--- config.mk ---
export PLATFORM = sky130hd
export DESIGN_NAME = timer_bank
export DESIGN_NICKNAME = d
export VERILOG_FILES = /design/src/rtl/timer_bank_pkg.sv /design/src/rtl/timer_channel.sv /design/src/rtl/timer_bank.sv
export SDC_FILE = /design/constraint.sdc
export NUM_CORES = 1
export LEC_CHECK = 0
export ABC_AREA = 1
export CAP_MARGIN = 10
export CORE_UTILIZATION = 59
export CTS_CLUSTER_SIZE = 28
export DETAILED_ROUTE_END_ITERATION = 10
export GPL_ROUTABILITY_DRIVEN = 1
export PLACE_DENSITY = 0.88
export RECOVER_POWER = 100
export SYNTH_ARGS = -nofsm -noshare
export SYNTH_HDL_FRONTEND = slang
export SYNTH_SLANG_ARGS = --single-unit
--- constraint.sdc ---
create_clock -name clk -period 2 [get_ports clk]
set_input_delay 0.4 -clock clk [delete_from_list [all_inputs] [get_ports clk]]
set_output_delay 0.4 -clock clk [all_outputs]
set_load 0.1 [all_outputs]
--- src/rtl/timer_bank_pkg.sv ---
// rtl/timer_bank_pkg.sv - shared channel state encoding and default timing constants
package timer_bank_pkg;

  typedef enum logic [1:0] {
    ST_IDLE  = 2'd0,
    ST_RUN   = 2'd1,
    ST_PAUSE = 2'd2,
    ST_DONE  = 2'd3
  } ch_state_t;

  localparam int DEF_CLK_FREQ = 100_000_000;
  localparam int DEF_TICK_DIV = DEF_CLK_FREQ;
  localparam int DEF_WARN_TH  = 3;

endpackage

--- src/rtl/timer_channel.sv ---
// rtl/timer_channel.sv - one countdown channel: prescaler, counter and state machine
//
// Ports:
//   clk, rst_n  : clock, synchronous active-low reset
//   i_start     : load i_init_val and run (pulse)
//   i_en        : count enable level; low pauses
//   i_stop      : abort to IDLE (pulse)
//   i_reload    : auto-reload mode, sampled at expiry
//   i_init_val  : start value
//   o_curr_sec  : remaining ticks
//   o_timeout   : one-cycle expiry pulse
//   o_running   : RUN or PAUSE
//   o_warn      : running with 0 < remaining <= WARN_TH
module timer_channel
  import timer_bank_pkg::*;
#(
  parameter int TICK_DIV = DEF_TICK_DIV,
  parameter int SEC_W    = 8,
  parameter int WARN_TH  = DEF_WARN_TH
) (
  input  logic             clk,
  input  logic             rst_n,
  input  logic             i_start,
  input  logic             i_en,
  input  logic             i_stop,
  input  logic             i_reload,
  input  logic [SEC_W-1:0] i_init_val,
  output logic [SEC_W-1:0] o_curr_sec,
  output logic             o_timeout,
  output logic             o_running,
  output logic             o_warn
);

  localparam int             PW      = (TICK_DIV > 2) ? $clog2(TICK_DIV) : 1;
  localparam logic [PW-1:0]  PRE_MAX = PW'(TICK_DIV - 1);
  localparam logic [SEC_W-1:0] ONE   = SEC_W'(1);
  localparam logic [SEC_W-1:0] TH    = SEC_W'(WARN_TH);

  ch_state_t        r_state;
  logic [PW-1:0]    r_pre;
  logic [SEC_W-1:0] r_cnt;
  logic [SEC_W-1:0] r_reload_val;
  logic             r_timeout;
  // A zero-valued start parks in DONE and fires its pulse one edge later.
  logic             r_zero_pend;

  logic w_tick;
  logic w_running;

  assign w_tick    = (r_pre == PRE_MAX);
  assign w_running = (r_state == ST_RUN) || (r_state == ST_PAUSE);

  always_ff @(posedge clk) begin
    if (!rst_n) begin
      r_state      <= ST_IDLE;
      r_pre        <= '0;
      r_cnt        <= '0;
      r_reload_val <= '0;
      r_timeout    <= 1'b0;
      r_zero_pend  <= 1'b0;
    end else begin
      r_timeout <= 1'b0;
      if (i_stop) begin
        r_state     <= ST_IDLE;
        r_pre       <= '0;
        r_zero_pend <= 1'b0;
      end else if (i_start) begin
        r_reload_val <= i_init_val;
        r_cnt        <= i_init_val;
        r_pre        <= '0;
        if (i_init_val == '0) begin
          r_state     <= ST_DONE;
          r_zero_pend <= 1'b1;
        end else begin
          r_state     <= ST_RUN;
          r_zero_pend <= 1'b0;
        end
      end else begin
        case (r_state)
          ST_RUN, ST_PAUSE: begin
            if (!i_en) begin
              r_state <= ST_PAUSE;
            end else begin
              // The resume cycle itself counts, so every enabled cycle advances the prescaler.
              r_state <= ST_RUN;
              if (w_tick) begin
                r_pre <= '0;
                if (r_cnt > ONE) begin
                  r_cnt <= r_cnt - ONE;
                end else if (r_cnt == ONE) begin
                  r_timeout <= 1'b1;
                  if (i_reload) begin
                    r_cnt <= r_reload_val;
                  end else begin
                    r_cnt   <= '0;
                    r_state <= ST_DONE;
                  end
                end
              end else begin
                r_pre <= r_pre + PW'(1);
              end
            end
          end
          ST_DONE: begin
            if (r_zero_pend) begin
              r_timeout   <= 1'b1;
              r_zero_pend <= 1'b0;
            end
          end
          default: begin
          end
        endcase
      end
    end
  end

  assign o_curr_sec = r_cnt;
  assign o_timeout  = r_timeout;
  assign o_running  = w_running;
  assign o_warn     = w_running && (r_cnt != '0) && (r_cnt <= TH);

endmodule

--- src/rtl/timer_bank.sv ---
// rtl/timer_bank.sv - bank of N_CH independent countdown timer channels
//
// Ports:
//   clk, rst_n     : clock, synchronous active-low reset
//   i_start        : per-channel load-and-run pulse
//   i_en           : per-channel count enable
//   i_stop         : per-channel abort pulse
//   i_reload       : per-channel auto-reload mode
//   i_init_val     : per-channel start value, SEC_W bits each
//   o_curr_sec     : per-channel remaining ticks, packed like i_init_val
//   o_timeout      : per-channel expiry pulse
//   o_running      : per-channel RUN or PAUSE
//   o_warn         : per-channel near-expiry flag
//   o_any_timeout  : OR of o_timeout
module timer_bank
  import timer_bank_pkg::*;
#(
  parameter int CLK_FREQ = DEF_CLK_FREQ,
  parameter int TICK_DIV = CLK_FREQ,
  parameter int N_CH     = 4,
  parameter int SEC_W    = 8,
  parameter int WARN_TH  = DEF_WARN_TH
) (
  input  logic                  clk,
  input  logic                  rst_n,
  input  logic [N_CH-1:0]       i_start,
  input  logic [N_CH-1:0]       i_en,
  input  logic [N_CH-1:0]       i_stop,
  input  logic [N_CH-1:0]       i_reload,
  input  logic [N_CH*SEC_W-1:0] i_init_val,
  output logic [N_CH*SEC_W-1:0] o_curr_sec,
  output logic [N_CH-1:0]       o_timeout,
  output logic [N_CH-1:0]       o_running,
  output logic [N_CH-1:0]       o_warn,
  output logic                  o_any_timeout
);

  logic [N_CH-1:0] w_timeout;

  for (genvar k = 0; k < N_CH; k++) begin : g_ch
    timer_channel #(
      .TICK_DIV (TICK_DIV),
      .SEC_W    (SEC_W),
      .WARN_TH  (WARN_TH)
    ) u_ch (
      .clk        (clk),
      .rst_n      (rst_n),
      .i_start    (i_start[k]),
      .i_en       (i_en[k]),
      .i_stop     (i_stop[k]),
      .i_reload   (i_reload[k]),
      .i_init_val (i_init_val[k*SEC_W +: SEC_W]),
      .o_curr_sec (o_curr_sec[k*SEC_W +: SEC_W]),
      .o_timeout  (w_timeout[k]),
      .o_running  (o_running[k]),
      .o_warn     (o_warn[k])
    );
  end

  assign o_timeout     = w_timeout;
  // Each bit is a registered pulse, so the OR lands in the same cycle.
  assign o_any_timeout = |w_timeout;

endmodule

==> metrics.yaml, run 1 <==
status:
  status: "finished with violations"
  violations: "setup timing"
setup_path:
  cp_slowest_cell: "dfxtp_2"
  regToRegSetupSlack_ns: -0.03
  reg2reg_from: "g_ch[1].u_ch.r_state[0]$_SDFFE_PP0N_"
  reg2reg_to: "g_ch[1].u_ch.r_pre[26]$_SDFFE_PP0P_"
  critical_path_depth: 6
  path_class: "reg2out"
  path_cells: "inv_2 > ha_4 > inv_4 > nor4_4 > buf_4 > buf_12"
  critPathLaunchType: "flip-flop"
  critical_path_required_ns: 1.60
  end_kind: "output port"
  cp_max_fo: 2
  cp_data_arrival_time_ns: 1.71
  crit_buf_inv: 4
  max_stage_delay_ns: 0.36
  reg2regPathDepth: 11
  cp_top_family: "buffers and inverters"
floorplan:
  dieHeight_um: 142
  coreArea_sq_um: 19000
  num_io_pins: 95
  rows: 50
  die_area_sq_um: 20100
  start_util_pct: 61.0
  fp.dieW_um: 142
cells_and_area:
  fin_nets: 2044
  drive_above_1_share_pct: 15.9
  antennaDiodeCount: 0
  final_common_cell: "nand2_1"
  fillers: 1500
  final_cell_mix: "457 x nand2_1, 293 x nor2_1, 240 x inv_1"
  syn2layout_area_growth_pct: 20.5
  stdcell_count: 2243
power_and_ir_drop:
  share_comb_of_total_power_pct: 20.5
  p_leak_nw: 6.13
  power_frac_seq_pct: 41.4
  power_mw: 9.52
  pwr-share-clk_pct: 38.1
  peakVddDrop_uv: 563
  powerDensity_nw_per_um2: 684
  p_int_mw: 6.54
  switching_share_pct: 31.3
  power.switching_mw: 2.99
yosys:
  ys_warn_count: 0
  netlist_area_sq_um: 11600
  async_flop_share_pct: 0
  yosys-top-cells-area: "dfxtp_1 33%, nand2_1 15%, nor2_1 9.5%, inv_1 8.3%, nand3_1 6.8%"
  synth_area_per_cell_sq_um: 6.34
  synth-seq-area-share_pct: 32.6
  ys_ff_latch: 188
  ys_types: 54
  synth_nets: 1895
  synth_top_area_share_pct: 32.6
  synth_edf_count: 0
  syn_inst: 1821
  synth_top_flop_cell: "dfxtp_1"
  yosysTopAreaCell: "dfxtp_1"
hold_path:
  min_to: "g_ch[1].u_ch.r_reload_val[5]$_SDFFE_PN0P_"
  hold_path.class: "in2reg"
  min_path_cells: 3
  hp-start: "rst_n"
clocking:
  cts_tree: "done"
  root_buffer: "clkbuf_16"
  cts_made_buffers: 17
  clk_latency_ns: 0.44
  cts.path.max_buffers: 2
  cts.sinks: 188
  h-tree-depth: 4
  clk_pin_slew_ns: 0.07
global_routing:
  grt_max_degree: 63
  grt_usage_pct: 31.6
  grt_pass1_vias: 11200
  grt_pass1_wl_mm: 51.7
  antenna_found_initial: 0
  overflow: 0
detailed_routing:
  detail_route.iter0.violations: 1159
  drt-pass1-iter-count: 7
  vias_per_cell: 5.43
  ant_nets: 0
  wl_per_cell_um: 14.1
  drc: 0
  wl_mm: 31.7
  vias: 12200
sta:
  setup_viol: 14
  period_share_pct: 105
  worstMarginPinSlew_ns: 0.677
  grt_setup_unrepaired: "true"
  min_period_ns: 2.11
  fin_ws_ns: -0.106
  fmaxAchievable_ghz: 0.475
  hold_viol: 0
  slew_headroom_pct: 54.9
  clock_skew_ns: 0.00942
  drv_slew: 0
placed_design:
  place.gp.congestion: 0.922
  dp_cells: 2191
  hpwl_mm: 23.1
  dp_worst_setup_slack_ns: -0.0757
  io_buffers: 94
run:
  max-cap-violations: 0
worst max path at each step:
stage	startpoint	endpoint	slack (ns)
after floorplan	g_ch[0].u_ch.o_curr_sec[5]$_SDFFE_PN0P_	o_warn[0]	-0.02
after global placement	i_en[2]	g_ch[2].u_ch.r_pre[21]$_SDFFE_PP0P_	0.05
after detailed placement	i_en[1]	g_ch[1].u_ch.r_pre[7]$_SDFFE_PP0P_	-0.08
after CTS	g_ch[2].u_ch.r_state[1]$_SDFFE_PP0N_	o_warn[2]	-0.12
after global routing	g_ch[2].u_ch.o_curr_sec[7]$_SDFFE_PN0P_	o_warn[2]	-0.14
final	g_ch[1].u_ch.r_state[0]$_SDFFE_PP0N_	o_warn[1]	-0.11
registers in the layout, summed over array words and instances (netlist names):
| name | count |
|---|---|
| g_ch.u_ch.r_state | 8 |
| g_ch.u_ch.r_reload_val | 32 |
| g_ch.u_ch.r_pre | 108 |
| g_ch.u_ch.r_zero_pend | 4 |
| g_ch.u_ch.o_curr_sec | 32 |
| g_ch.u_ch.o_timeout | 4 |
worst reg2reg max path, cell delays in order (launching register included):
cell	delay (ns)
dfxtp_2	0.36
inv_2	0.05
ha_4	0.28
buf_4	0.14
nand2_4	0.08
inv_1	0.08
clkbuf_1	0.30
nand3_1	0.25
nand2_4	0.13
inv_4	0.08
o21ai_0	0.10
a21oi_1	0.07
cells in the mapped netlist, types with 14 or more instances:
cell type and number:
dfxtp_1 188, nand3_1 156, o21ai_0 47, a21oi_1 73, inv_2 20, nor2_4 17
nor2_1 293, clkbuf_1 18, nand2_2 17, xnor2_1 14, nor2_2 21, nand2_1 457
nor3_1 46, ha_1 24, inv_1 254, nand4_1 37, xor2_1 28
cell type report:
class	count	area (sq um)	share of cell area, %
Inverter	278	1050	7.58
Sequential cell	188	3820	27.4
Timing Repair Buffer	169	1420	10.2
Multi-Input combinational cell	1316	6670	47.9
Clock inverter	11	128	0.917
Tap cell	260	325	2.34
Clock buffer	21	504	3.62
power by group through the flow:
stage               registers, mW  clock network (mW)  logic (mW)
finish                       3.94                3.63        1.95
global route                 3.95                3.83        2.11
CTS                          3.95                3.65        1.92
detailed placement           4.03                   0        1.85
global placement             4.02                   0        1.82
floorplan                    4.34                   0       0.979
cell families (layout without fill, tap and decap cells):
| kind of cell | after synthesis | count (layout) | share of synthesized area [%] |
|---|---|---|---|
| and+or+nand+nor | 1096 | 1096 | 43.2 |
| buffers and inverters | 317 | 479 | 11.0 |
| adders and majority gates | 24 | 24 | 2.60 |
| xor gates and xnor gates | 42 | 42 | 3.18 |
| AOI/OAI and AO/OA | 154 | 154 | 7.52 |
| DFF | 188 | 188 | 32.6 |
layer usage:
metal	wire [um]	track usage, %	vias up	share of wire [%]
met3	2290	4.34	67	7.2
met1	13500	40.0	5515	43
met5	0	0	-	0
met4	696	10.9	0	2.2
li1	-	-	6038	-
met2	15200	55.2	549	48
per-stage QoR:
stage               hold WS [ns]  TNS (ns)  instance area [sq um]  utilization [%]
global placement           0.452         0                  13100             69.2
floorplan                  0.438   -0.0177                  11600                -
CTS                        0.437    -0.343                  14000             73.7
detailed placement         0.452    -0.153                  13100             69.2
global route               0.432     -3.86                  13900             73.4
finish                     0.464    -0.460                  13900             73.4
repair_timing:
action | CTS | global route
cloned | 0 | 0
hold buffers | 0 | 0
setup buffers | 13 | 7
pin swaps | 8 | 2
resized for setup | 40 | 25
setup endpoints to repair | 5 | 13
Power figures use the tool's default switching activity.
==> inputs of run 2 (changes only) <==
- HOLD_SLACK_MARGIN: unset -> 0.12
- SLEW_MARGIN: unset -> 5
==> results of run 2 <==
Same layout as run 1: the final DEF is identical, and so are final timing and power.
